===== src/rtl/ps2_joypad_pkg.sv =====
// ps2_joypad_pkg: scancodes, button bit indices, receiver states and key-map helpers.
package ps2_joypad_pkg;
  typedef enum logic [1:0] {IDLE, DATA, PARITY, STOP} rx_state_e;
  localparam logic [7:0] SC_EXT    = 8'hE0;
  localparam logic [7:0] SC_REL    = 8'hF0;
  localparam logic [7:0] SC_UP     = 8'h75;
  localparam logic [7:0] SC_DOWN   = 8'h72;
  localparam logic [7:0] SC_LEFT   = 8'h6B;
  localparam logic [7:0] SC_RIGHT  = 8'h74;
  localparam logic [7:0] SC_A      = 8'h29;
  localparam logic [7:0] SC_B      = 8'h11;
  localparam logic [7:0] SC_SELECT = 8'h0D;
  localparam logic [7:0] SC_START  = 8'h76;
  localparam logic [7:0] SC_START2 = 8'h5A;
  localparam logic [7:0] SC_PAD1   = 8'h16;
  localparam logic [7:0] SC_PAD2   = 8'h1E;
  localparam logic [7:0] SC_PAD3   = 8'h26;
  localparam logic [7:0] SC_PAD4   = 8'h25;
  localparam logic [7:0] PP_CODES [12] = '{8'h24, 8'h2D, 8'h2C, 8'h35, 8'h23, 8'h2B,
                                          8'h34, 8'h33, 8'h21, 8'h2A, 8'h32, 8'h31};
  localparam int BTN_A      = 0;
  localparam int BTN_B      = 1;
  localparam int BTN_SELECT = 2;
  localparam int BTN_START  = 3;
  localparam int BTN_UP     = 4;
  localparam int BTN_DOWN   = 5;
  localparam int BTN_LEFT   = 6;
  localparam int BTN_RIGHT  = 7;

  function automatic logic [7:0] btn_mask(input logic [7:0] sc);
    logic [7:0] m;
    m = '0;
    case (sc)
      SC_A:               m[BTN_A]      = 1'b1;
      SC_B:               m[BTN_B]      = 1'b1;
      SC_SELECT:          m[BTN_SELECT] = 1'b1;
      SC_START, SC_START2: m[BTN_START] = 1'b1;
      SC_UP:              m[BTN_UP]     = 1'b1;
      SC_DOWN:            m[BTN_DOWN]   = 1'b1;
      SC_LEFT:            m[BTN_LEFT]   = 1'b1;
      SC_RIGHT:           m[BTN_RIGHT]  = 1'b1;
      default:            m = '0;
    endcase
    return m;
  endfunction

  function automatic logic [11:0] pp_mask(input logic [7:0] sc);
    logic [11:0] m;
    m = '0;
    for (int i = 0; i < 12; i++) m[i] = (sc == PP_CODES[i]);
    return m;
  endfunction

  // {hit, index} for the pad-select digit keys
  function automatic logic [2:0] pad_key(input logic [7:0] sc);
    return sc == SC_PAD1 ? 3'b100 : sc == SC_PAD2 ? 3'b101 :
           sc == SC_PAD3 ? 3'b110 : sc == SC_PAD4 ? 3'b111 : 3'b000;
  endfunction
endpackage


===== src/rtl/ps2_rx.sv =====
// ps2_rx: PS/2 line synchroniser, glitch filter and frame receiver with timeout.
module ps2_rx
  import ps2_joypad_pkg::*;
#(
  parameter int FILTER_LEN  = 4,
  parameter int TIMEOUT_CYC = 20000
) (
  input  logic       clk,
  input  logic       reset_n,
  input  logic       ps2_clk_i,
  input  logic       ps2_data_i,
  output logic [7:0] byte_o,
  output logic       byte_vld_o,
  output logic       err_o
);
  localparam int FW = $clog2(FILTER_LEN);
  localparam int TW = $clog2(TIMEOUT_CYC);
  logic [1:0] csync_q, dsync_q, filt_q, samp;
  logic [FW-1:0] fcnt_q [2];
  logic fclk_prev_q, fall, din;
  rx_state_e state_q, state_d;
  logic [2:0] cnt_q, cnt_d;
  logic [7:0] sr_q, sr_d;
  logic par_q, par_d;
  logic [TW-1:0] tmo_q, tmo_d;
  assign samp   = {dsync_q[1], csync_q[1]};
  assign fall   = fclk_prev_q & ~filt_q[0];
  assign din    = filt_q[1];
  assign byte_o = sr_q;
  // A filtered line flips only on the FILTER_LEN-th consecutive differing sample
  always_ff @(posedge clk or negedge reset_n) begin
    if (!reset_n) begin
      csync_q     <= '1;
      dsync_q     <= '1;
      filt_q      <= '1;
      fcnt_q      <= '{default: '0};
      fclk_prev_q <= 1'b1;
    end else begin
      csync_q     <= {csync_q[0], ps2_clk_i};
      dsync_q     <= {dsync_q[0], ps2_data_i};
      fclk_prev_q <= filt_q[0];
      for (int i = 0; i < 2; i++) begin
        if (samp[i] == filt_q[i]) fcnt_q[i] <= '0;
        else if (fcnt_q[i] == FW'(FILTER_LEN - 1)) begin
          filt_q[i] <= samp[i];
          fcnt_q[i] <= '0;
        end else fcnt_q[i] <= fcnt_q[i] + 1'b1;
      end
    end
  end
  always_ff @(posedge clk or negedge reset_n) begin
    if (!reset_n) begin
      state_q <= IDLE;
      cnt_q   <= '0;
      sr_q    <= '0;
      par_q   <= 1'b0;
      tmo_q   <= '0;
    end else begin
      state_q <= state_d;
      cnt_q   <= cnt_d;
      sr_q    <= sr_d;
      par_q   <= par_d;
      tmo_q   <= tmo_d;
    end
  end
  always_comb begin
    state_d    = state_q;
    cnt_d      = cnt_q;
    sr_d       = sr_q;
    par_d      = par_q;
    tmo_d      = (state_q == IDLE || fall) ? '0 : tmo_q + 1'b1;
    byte_vld_o = 1'b0;
    err_o      = 1'b0;
    if (fall) begin
      case (state_q)
        IDLE: if (!din) begin
          state_d = DATA;
          cnt_d   = '0;
        end
        DATA: begin
          sr_d    = {din, sr_q[7:1]};
          cnt_d   = cnt_q + 3'd1;
          state_d = cnt_q == 3'd7 ? PARITY : DATA;
        end
        PARITY: begin
          par_d   = ^{sr_q, din};
          state_d = STOP;
        end
        STOP: begin
          byte_vld_o = din & par_q;
          err_o      = ~(din & par_q);
          state_d    = IDLE;
        end
        default: state_d = IDLE;
      endcase
    end else if (state_q != IDLE && tmo_q == TW'(TIMEOUT_CYC - 1)) begin
      state_d = IDLE;
      err_o   = 1'b1;
    end
  end
endmodule


===== src/rtl/ps2_joypad_decoder.sv =====
// ps2_joypad_decoder: PS/2 scancodes to joypad/Power Pad buttons; PS2_ERRCNT_EN enables err_count.
module ps2_joypad_decoder
  import ps2_joypad_pkg::*;
#(
  parameter int NUM_PADS    = 2,
  parameter int FILTER_LEN  = 4,
  parameter int TIMEOUT_CYC = 20000
) (
  input  logic                  clk,
  input  logic                  reset_n,
  input  logic                  ps2_kbd_clk,
  input  logic                  ps2_kbd_data,
  output logic [NUM_PADS*8-1:0] joystick,
  output logic [11:0]           powerpad,
  output logic [1:0]            pad_sel,
  output logic                  code_valid,
  output logic [8:0]            code_out,
  output logic                  code_release,
  output logic [7:0]            err_count
);
  logic [7:0] rx_byte, bm, btn_q, btn_d;
  logic rx_vld, rx_err;
  logic [11:0] pm, pp_q, pp_d;
  logic [2:0] pk;
  logic ext_q, ext_d, rel_q, rel_d, vld_q, vld_d, crel_q, crel_d;
  logic [1:0] sel_q, sel_d;
  logic [8:0] code_q, code_d;
  ps2_rx #(.FILTER_LEN(FILTER_LEN), .TIMEOUT_CYC(TIMEOUT_CYC)) u_rx (
    .clk       (clk),
    .reset_n   (reset_n),
    .ps2_clk_i (ps2_kbd_clk),
    .ps2_data_i(ps2_kbd_data),
    .byte_o    (rx_byte),
    .byte_vld_o(rx_vld),
    .err_o     (rx_err)
  );
  assign bm = btn_mask(rx_byte);
  assign pm = pp_mask(rx_byte);
  assign pk = pad_key(rx_byte);
  always_ff @(posedge clk or negedge reset_n) begin
    if (!reset_n) begin
      ext_q  <= 1'b0;
      rel_q  <= 1'b0;
      btn_q  <= '0;
      pp_q   <= '0;
      sel_q  <= '0;
      code_q <= '0;
      crel_q <= 1'b0;
      vld_q  <= 1'b0;
    end else begin
      ext_q  <= ext_d;
      rel_q  <= rel_d;
      btn_q  <= btn_d;
      pp_q   <= pp_d;
      sel_q  <= sel_d;
      code_q <= code_d;
      crel_q <= crel_d;
      vld_q  <= vld_d;
    end
  end
  always_comb begin
    ext_d  = ext_q;
    rel_d  = rel_q;
    btn_d  = btn_q;
    pp_d   = pp_q;
    sel_d  = sel_q;
    code_d = code_q;
    crel_d = crel_q;
    vld_d  = 1'b0;
    if (rx_vld) begin
      if (rx_byte == SC_EXT) ext_d = 1'b1;
      else if (rx_byte == SC_REL) rel_d = 1'b1;
      else begin
        vld_d  = 1'b1;
        code_d = {ext_q, rx_byte};
        crel_d = rel_q;
        ext_d  = 1'b0;
        rel_d  = 1'b0;
        btn_d  = rel_q ? btn_q & ~bm : btn_q | bm;
        pp_d   = rel_q ? pp_q & ~pm : pp_q | pm;
        if (pk[2] && !rel_q && {30'd0, pk[1:0]} < NUM_PADS) sel_d = pk[1:0];
      end
    end
  end
  // One button register, shown only on the selected pad
  for (genvar g = 0; g < NUM_PADS; g++) begin : g_pad
    assign joystick[8*g +: 8] = sel_q == 2'(g) ? btn_q : 8'h00;
  end
  assign powerpad     = pp_q;
  assign pad_sel      = sel_q;
  assign code_valid   = vld_q;
  assign code_out     = code_q;
  assign code_release = crel_q;
`ifdef PS2_ERRCNT_EN
  logic [7:0] err_q;
  always_ff @(posedge clk or negedge reset_n) begin
    if (!reset_n) err_q <= '0;
    else if (rx_err && err_q != 8'hFF) err_q <= err_q + 8'd1;
  end
  assign err_count = err_q;
`else
  logic unused_err;
  assign unused_err = rx_err;
  assign err_count  = '0;
`endif
endmodule


===== config.mk =====
export PLATFORM = sky130hd
export DESIGN_NAME = ps2_joypad_decoder
export DESIGN_NICKNAME = d
export VERILOG_FILES = /design/src/rtl/ps2_joypad_pkg.sv /design/src/rtl/ps2_rx.sv /design/src/rtl/ps2_joypad_decoder.sv
export SDC_FILE = /design/constraint.sdc
export NUM_CORES = 1
export LEC_CHECK = 0
export CORE_ASPECT_RATIO = 1.4
export CORE_MARGIN = 2
export CORE_UTILIZATION = 54
export DETAILED_ROUTE_END_ITERATION = 12
export PLACE_DENSITY = 0.89
export SLEW_MARGIN = 20
export SYNTH_ARGS = -nofsm -noshare
export SYNTH_HDL_FRONTEND = slang
export SYNTH_SLANG_ARGS = --single-unit

===== constraint.sdc =====
create_clock -name clk -period 2.05 [get_ports clk]
set_input_delay 0.41 -clock clk [delete_from_list [all_inputs] [get_ports clk]]
set_output_delay 0.41 -clock clk [all_outputs]
set_load 0.01 [all_outputs]

==> impl_metrics.json, run 1 <==
{
  "yosysTopAreaCell": "sky130_fd_sc_hd__dfrtp_1",
  "global_route.overflow_total": 0,
  "p_per_area_mw_per_mm2": 796,
  "total_power_mw": 3.44,
  "timing.clock.skew_ps": 5.92,
  "post_synth_inst_count": 316,
  "power_frac_comb_pct": 19.6,
  "top_cells_by_area_synth": "sky130_fd_sc_hd__dfrtp_1, sky130_fd_sc_hd__mux2_2, sky130_fd_sc_hd__dfstp_2, sky130_fd_sc_hd__xor2_1, sky130_fd_sc_hd__and2_1",
  "worst_hold_path.endpoint": "u_rx.dsync_q[1]",
  "fin_tns_setup_ps": 0,
  "routed-wl-met2_um": 3780,
  "synth-edff-count": 0,
  "grt_util_all_layers_pct": 21.4,
  "first_global_vias": 2501,
  "routed_wl_met3_um": 299,
  "critical_path.reg2reg.startpoint": "u_rx.filt_q[1]",
  "reg2regPathDepth": 4,
  "outcome": "completed",
  "worst_hold_path_type": "reg2reg",
  "cts_sinks": 75,
  "maxCapViolations": 0,
  "netSwitchingPower_mw": 0.979,
  "worst_tran_pin_value_ps": 1000,
  "synth.distinct_cells": 50,
  "wirelength_met1_um": 2790,
  "flop_pwr_share_pct": 51.2,
  "cp_num_buf_inv": 1,
  "synth-warning-count": 0,
  "sw_frac_of_total_pct": 28.5,
  "unrepaired_setup_endpoints_after_global_routing": "false",
  "nNetsFinal": 381,
  "grt_first_pass_wirelength_um": 11800,
  "finalHoldWorstSlack_ps": 356,
  "drtAntennaViolNets": 0,
  "worst-r2r-setup-slack_ps": 100,
  "grt_antenna_before_repair": 0,
  "ys_async_sr_fraction_pct": 100,
  "clkPwrFrac_pct": 29.2,
  "cts.path.max_buffers": 2,
  "die_x_um": 72.8,
  "route.detailed.vias_per_inst": 5.58,
  "crit_path_end_kind": "output port",
  "synth_flop_cell": "sky130_fd_sc_hd__dfrtp_1",
  "fp.coreArea_mm2": 0.00648,
  "post_synth.cell_area_avg_um2": 11.3,
  "synthesis.area_mm2": 0.00358,
  "top_layer_used": "met4",
  "timing.critical_path.required_ps": 1640,
  "clk_transition_reported_paths_ps": 70,
  "cp_max_fanout": 5,
  "critical_path.max_stage_delay_ps": 520,
  "cts_tree": "yes",
  "top_level_ports": 53,
  "drt_pre_antenna_iters": 4,
  "min_period_ps": 1970,
  "worst-endpoint-arrival_ps": 1560,
  "setup_viol": 0,
  "criticalPathCategory": "reg2out",
  "final_min_period_over_clock_period_pct": 96.3,
  "slew_headroom_pct": 32.6,
  "vdd.ir_drop.worst_v": 0.000642,
  "internal_power_mw": 2.46,
  "antenna-diode-count": 0,
  "cts_h_tree_depth": 3,
  "layout-area-overhead-vs-synth_pct": 20.6,
  "floorplan_die_height_um": 100,
  "synthDominantCellAreaShare_pct": 47.6,
  "floorplan.initialDensity_pct": 55.2,
  "yosysSeqAreaShare_pct": 52.7,
  "critical_path.top_delay_family": "buffers and inverters",
  "row_count": 35,
  "wl_per_cell_um": 15.6,
  "pin_count_of_the_biggest_net_entering_global_routing": 23,
  "post_detailed_routing_wire_length_um": 7050,
  "finalWeightedCongestion": 0.955,
  "initialDrtViolationCount": 200,
  "final_layout_size_suffix_gt1_share_pct": 19.9,
  "detailedPlacementHpwl_um": 5150,
  "timing_max_transition_violations_final": 0,
  "hold_path_startpoint": "u_rx.dsync_q[0]",
  "static-leakage-power_nw": 2.08,
  "critical_path.cell_chain": "nor2b_4, and2_1, clkdlybuf4s50_1",
  "clk-insertion-delay-late_ps": 350,
  "cts_root_buffer": "sky130_fd_sc_hd__clkbuf_8",
  "die_area_mm2": 0.00730,
  "worst_path_slowest_cell": "sky130_fd_sc_hd__clkdlybuf4s50_1",
  "synth_seq_cells": 75,
  "route.detailed.drc": 0,
  "timing.fmax_mhz": 507,
  "vias": 2517,
  "cts_inserted_buffers": 9,
  "io_buffers": 44,
  "timing.final.hold_violations": 0,
  "crit_path_start_kind": "flip-flop",
  "hold_depth": 0,
  "post-route-util_pct": 66.6
}
==> cells by family after synthesis <==
group                    Yosys count  synth area share, %
AND/OR/NAND/NOR                  109                 17.7
flip-flops                        75                 52.7
buffers and inverters             39                 5.74
multiplexers                      33                 10.2
AO/OA/AOI/OAI                     32                 6.02
XOR/XNOR                          22                 5.77
adder cells (fa/ha/maj)            5                 1.75
other                              1                0.105
==> power by group through the flow <==
stage / combinational [mW] / sequential [mW] / clock, mW
floorplan: 0.528 / 1.76 / 0
global placement: 0.658 / 1.77 / 0
CTS: 0.682 / 1.76 / 1.03
finish: 0.674 / 1.76 / 1.00
detailed placement: 0.675 / 1.78 / 0
global route: 0.747 / 1.77 / 1.09
==> repair_timing <==
item,CTS,global route
hold buffers,1,0
endpoints found under the setup margin,16,7
buffers inserted,0,1
hold endpoints to repair,16,0
gates resized for setup,12,6
==> per-layer routing <==
layer  vias to the layer above  global-route usage, %
li1                       1197                      -
met1                      1224                   24.3
met2                        81                   37.2
met3                        15                   5.92
met4                         0                   8.97
met5                         -                      0
==> worst register-to-register path, delay by kind of cell (launching register included) <==
family	cells	cell delay, ps
DFF	1	580
and+or+nand+nor	3	880
muxes	1	380
==> stage by stage <==
stage | std cells | cell area [µm²] | setup slack, ps
CTS | 450 | 4290 | 6.20
detailed placement | 433 | 4110 | 121
global route | 451 | 4310 | 10.3
global placement | 433 | 4110 | 144
finish | 451 | 4310 | 75.7
floorplan | 323 | 3600 | 164
==> cell usage after synthesis, drive strengths merged (2+ instances only) <==
library cell	instances
inv	13
nand3	8
or3	2
nor2b	7
nand2	8
nor2	20
buf	15
a22o	2
mux2i	7
ha	5
nor4	5
mux2	26
nand4	11
o21ai	13
dfstp	7
nand3b	2
nor3	16
o31ai	9
and4	5
xnor2	8
and3	3
clkbuf	11
and2	14
nand2b	4
dfrtp	68
xor2	13
==> layout make-up <==
class	instances	area [µm²]
Tap cell	74	92.6
Inverter	13	48.8
Multi-Input combinational cell	209	1530
Timing Repair Buffer	64	588
Clock inverter	2	10.0
Clock buffer	14	163
Fill cell	520	2170
Sequential cell	75	1890
==> worst max-delay path by stage <==
stage	from	end	slack, ps	cells after the start
after floorplan	u_rx.filt_q[1]	pad_sel[0]	160	5
after global placement	u_rx.filt_q[1]	pad_sel[0]	140	4
after detailed placement	u_rx.filt_q[1]	pad_sel[0]	120	4
after CTS	pad_sel[1]	joystick[14]	6	3
after global routing	pad_sel[1]	joystick[13]	10	3
final	pad_sel[1]	joystick[13]	80	3
==> cells in the final DEF, fill, tap and decap left out, types with 2 or more instances in the layout <==
cell	count
sky130_fd_sc_hd__mux2_2	25
sky130_fd_sc_hd__a22o_1	2
sky130_fd_sc_hd__xnor2_1	8
sky130_fd_sc_hd__conb_1	8
sky130_fd_sc_hd__nand2_1	8
sky130_fd_sc_hd__dfstp_2	7
sky130_fd_sc_hd__nor4_1	4
sky130_fd_sc_hd__clkbuf_8	11
sky130_fd_sc_hd__clkbuf_1	3
sky130_fd_sc_hd__nor3_1	16
sky130_fd_sc_hd__and3_1	3
sky130_fd_sc_hd__and4_1	5
sky130_fd_sc_hd__nand2b_1	4
sky130_fd_sc_hd__dlymetal6s2s_1	5
sky130_fd_sc_hd__and2_1	13
sky130_fd_sc_hd__nand4_1	10
sky130_fd_sc_hd__nand3_1	7
sky130_fd_sc_hd__o21ai_0	12
sky130_fd_sc_hd__nor2b_1	6
sky130_fd_sc_hd__dlygate4sd2_1	10
sky130_fd_sc_hd__mux2i_1	7
sky130_fd_sc_hd__o31ai_1	9
sky130_fd_sc_hd__xor2_1	13
sky130_fd_sc_hd__dfrtp_1	68
sky130_fd_sc_hd__buf_4	19
sky130_fd_sc_hd__clkinv_2	2
sky130_fd_sc_hd__ha_1	5
sky130_fd_sc_hd__nand3b_1	2
sky130_fd_sc_hd__clkdlybuf4s50_1	28
sky130_fd_sc_hd__inv_1	13
sky130_fd_sc_hd__nor2_1	20
Note: power is estimated with default switching activity, not from simulation.
==> run 2, diff against run 1 <==
Settings changed: CTS_CLUSTER_DIAMETER set to 120.
==> results of run 2 <==
Same layout as run 1: the final DEF is identical, and so are final timing and power.
==> run 3, diff against run 2 <==
Settings changed: CAP_MARGIN set to 25.
==> run 3 against run 2 <==
Effect of this change:
- sequential power is essentially flat
- via count shrank 0.64%
- worst hold slack is essentially flat
- utilization grew 0.12 points
- clock skew shrank 0.77 ps
- worst setup slack is essentially flat
- largest cell class unchanged
- highest routed layer unchanged
==> impl_metrics.json, run 3 (synthesized netlist as in run 1, its figures left out) <==
{
  "outcome": "completed",
  "layout.cells.most_common_list": "sky130_fd_sc_hd__dfrtp_1, sky130_fd_sc_hd__clkdlybuf4s50_1, sky130_fd_sc_hd__mux2_2",
  "final_common_cell": "sky130_fd_sc_hd__dfrtp_1",
  "static-leakage-power_nw": 2.08,
  "layout-area-overhead-vs-synth_pct": 20.8,
  "clk-insertion-delay-late_ps": 350,
  "criticalPathCategory": "reg2out",
  "grt_antenna_before_repair": 0,
  "clk_transition_reported_paths_ps": 70,
  "placed_cell_count": 433,
  "route.detailed.drc": 0,
  "unrepaired_setup_endpoints_after_global_routing": "false",
  "min_period_ps": 1970,
  "wl_per_cell_um": 15.6,
  "vdd.ir_drop.worst_v": 0.000644,
  "area_after_dpl_mm2": 0.00411,
  "fin_tns_setup_ps": 0,
  "timing.fmax_mhz": 507,
  "cts_root_buffer": "sky130_fd_sc_hd__clkbuf_8",
  "pin_count_of_the_biggest_net_entering_global_routing": 23,
  "crit_path_end_kind": "output port",
  "cts_inserted_buffers": 9,
  "row_count": 35,
  "timing.final.hold_violations": 0,
  "worst-endpoint-arrival_ps": 1560,
  "floorplan.initialDensity_pct": 55.2,
  "first_global_vias": 2501,
  "top_level_ports": 53,
  "post_detailed_routing_wire_length_um": 7070,
  "maxCapViolations": 0,
  "finalNonFillerCells": 452,
  "p_per_area_mw_per_mm2": 797,
  "grt_first_pass_wirelength_um": 11800,
  "setup_viol": 0,
  "antenna-diode-count": 0,
  "cp_max_fanout": 5,
  "crit_path_start_kind": "flip-flop",
  "setup_ws_ps": 76.0,
  "final_min_period_over_clock_period_pct": 96.3,
  "finalWeightedCongestion": 0.955,
  "cts.path.max_buffers": 2,
  "place_worst_setup_slack_ps": 121,
  "die_x_um": 72.8,
  "io_buffers": 44,
  "fin_area_mm2": 0.00432,
  "initialDrtViolationCount": 200,
  "floorplan_die_height_um": 100,
  "fp.coreArea_mm2": 0.00648,
  "final_layout_size_suffix_gt1_share_pct": 20.1,
  "timing_max_transition_violations_final": 0,
  "cts_h_tree_depth": 3,
  "worst_hold_path_type": "reg2reg",
  "fillers": 518,
  "finalHoldWorstSlack_ps": 356,
  "drt_pre_antenna_iters": 4,
  "timing.clock.skew_ps": 5.15,
  "route.detailed.vias_per_inst": 5.53,
  "global_route.overflow_total": 0,
  "vias": 2501,
  "grt_util_all_layers_pct": 21.4,
  "cts_tree": "yes",
  "timing.critical_path.required_ps": 1640,
  "drtAntennaViolNets": 0,
  "die_area_mm2": 0.00730,
  "detailedPlacementHpwl_um": 5150,
  "cts_sinks": 75,
  "nNetsFinal": 382
}
-- run 3: area by class of cell --
type | count | area, µm² | share of cell area, %
repair buffers | 65 | 596 | 13.8
flip-flops and latches | 75 | 1890 | 43.6
clock inverters | 2 | 10.0 | 0.232
clock buffers | 14 | 163 | 3.76
inverters | 13 | 48.8 | 1.13
multi-input cells | 209 | 1530 | 35.3
well taps | 74 | 92.6 | 2.14
-- run 3: metrics by stage --
stage	utilization, %	total power [mW]
5_1_grt	66.7	3.63
3_3_place_gp	63.4	2.43
6_report	66.7	3.45
3_5_place_dp	63.4	2.46
2_1_floorplan	-	2.28
4_1_cts	66.2	3.47
-- run 3: routing by layer --
metal	vias to the layer above	global-route usage (%)	part of all wire (%)
li1	1200	-	-
met1	1218	24.3	40
met2	66	37.2	54
met3	17	5.92	4.0
met4	0	8.97	2.7
met5	-	0	0
-- run 3: final timing paths --
| check | slack [ps] | endpoint | start | cells past startpoint |
|---|---|---|---|---|
| worst max-delay path | 80 | joystick[13] | pad_sel[1] | 3 |
| worst min-delay path | 360 | u_rx.dsync_q[1] | u_rx.dsync_q[0] | 0 |
| worst max register to register | 110 | pad_sel[0] | u_rx.filt_q[1] | 4 |
| worst min register to register | 360 | u_rx.dsync_q[1] | u_rx.dsync_q[0] | 0 |
| max in group asynchronous | 810 | u_rx.dsync_q[0] | reset_n | 3 |
| min in group asynchronous | 540 | code_out[8] | reset_n | 2 |
-- run 3: worst max-delay path, cell delays in order (launching register included) --
cell and delay (ps):
sky130_fd_sc_hd__dfrtp_1 410, sky130_fd_sc_hd__nor2b_4 150, sky130_fd_sc_hd__and2_1 130, sky130_fd_sc_hd__clkdlybuf4s50_1 520
-- run 3: power breakdown --
group / switching, mW / total (mW) / internal (mW)
Sequential: 0.119 / 1.76 / 1.64
Combinational: 0.362 / 0.686 / 0.325
Clock: 0.499 / 1.00 / 0.503
Total: 0.980 / 3.45 / 2.47
-- run 3: repair_timing --
item / in CTS / in global routing
endpoints found under the setup margin: 16 / 7
hold endpoints to repair: 16 / 0
resized for setup: 12 / 6
hold buffers: 1 / 0
setup buffers: 0 / 1
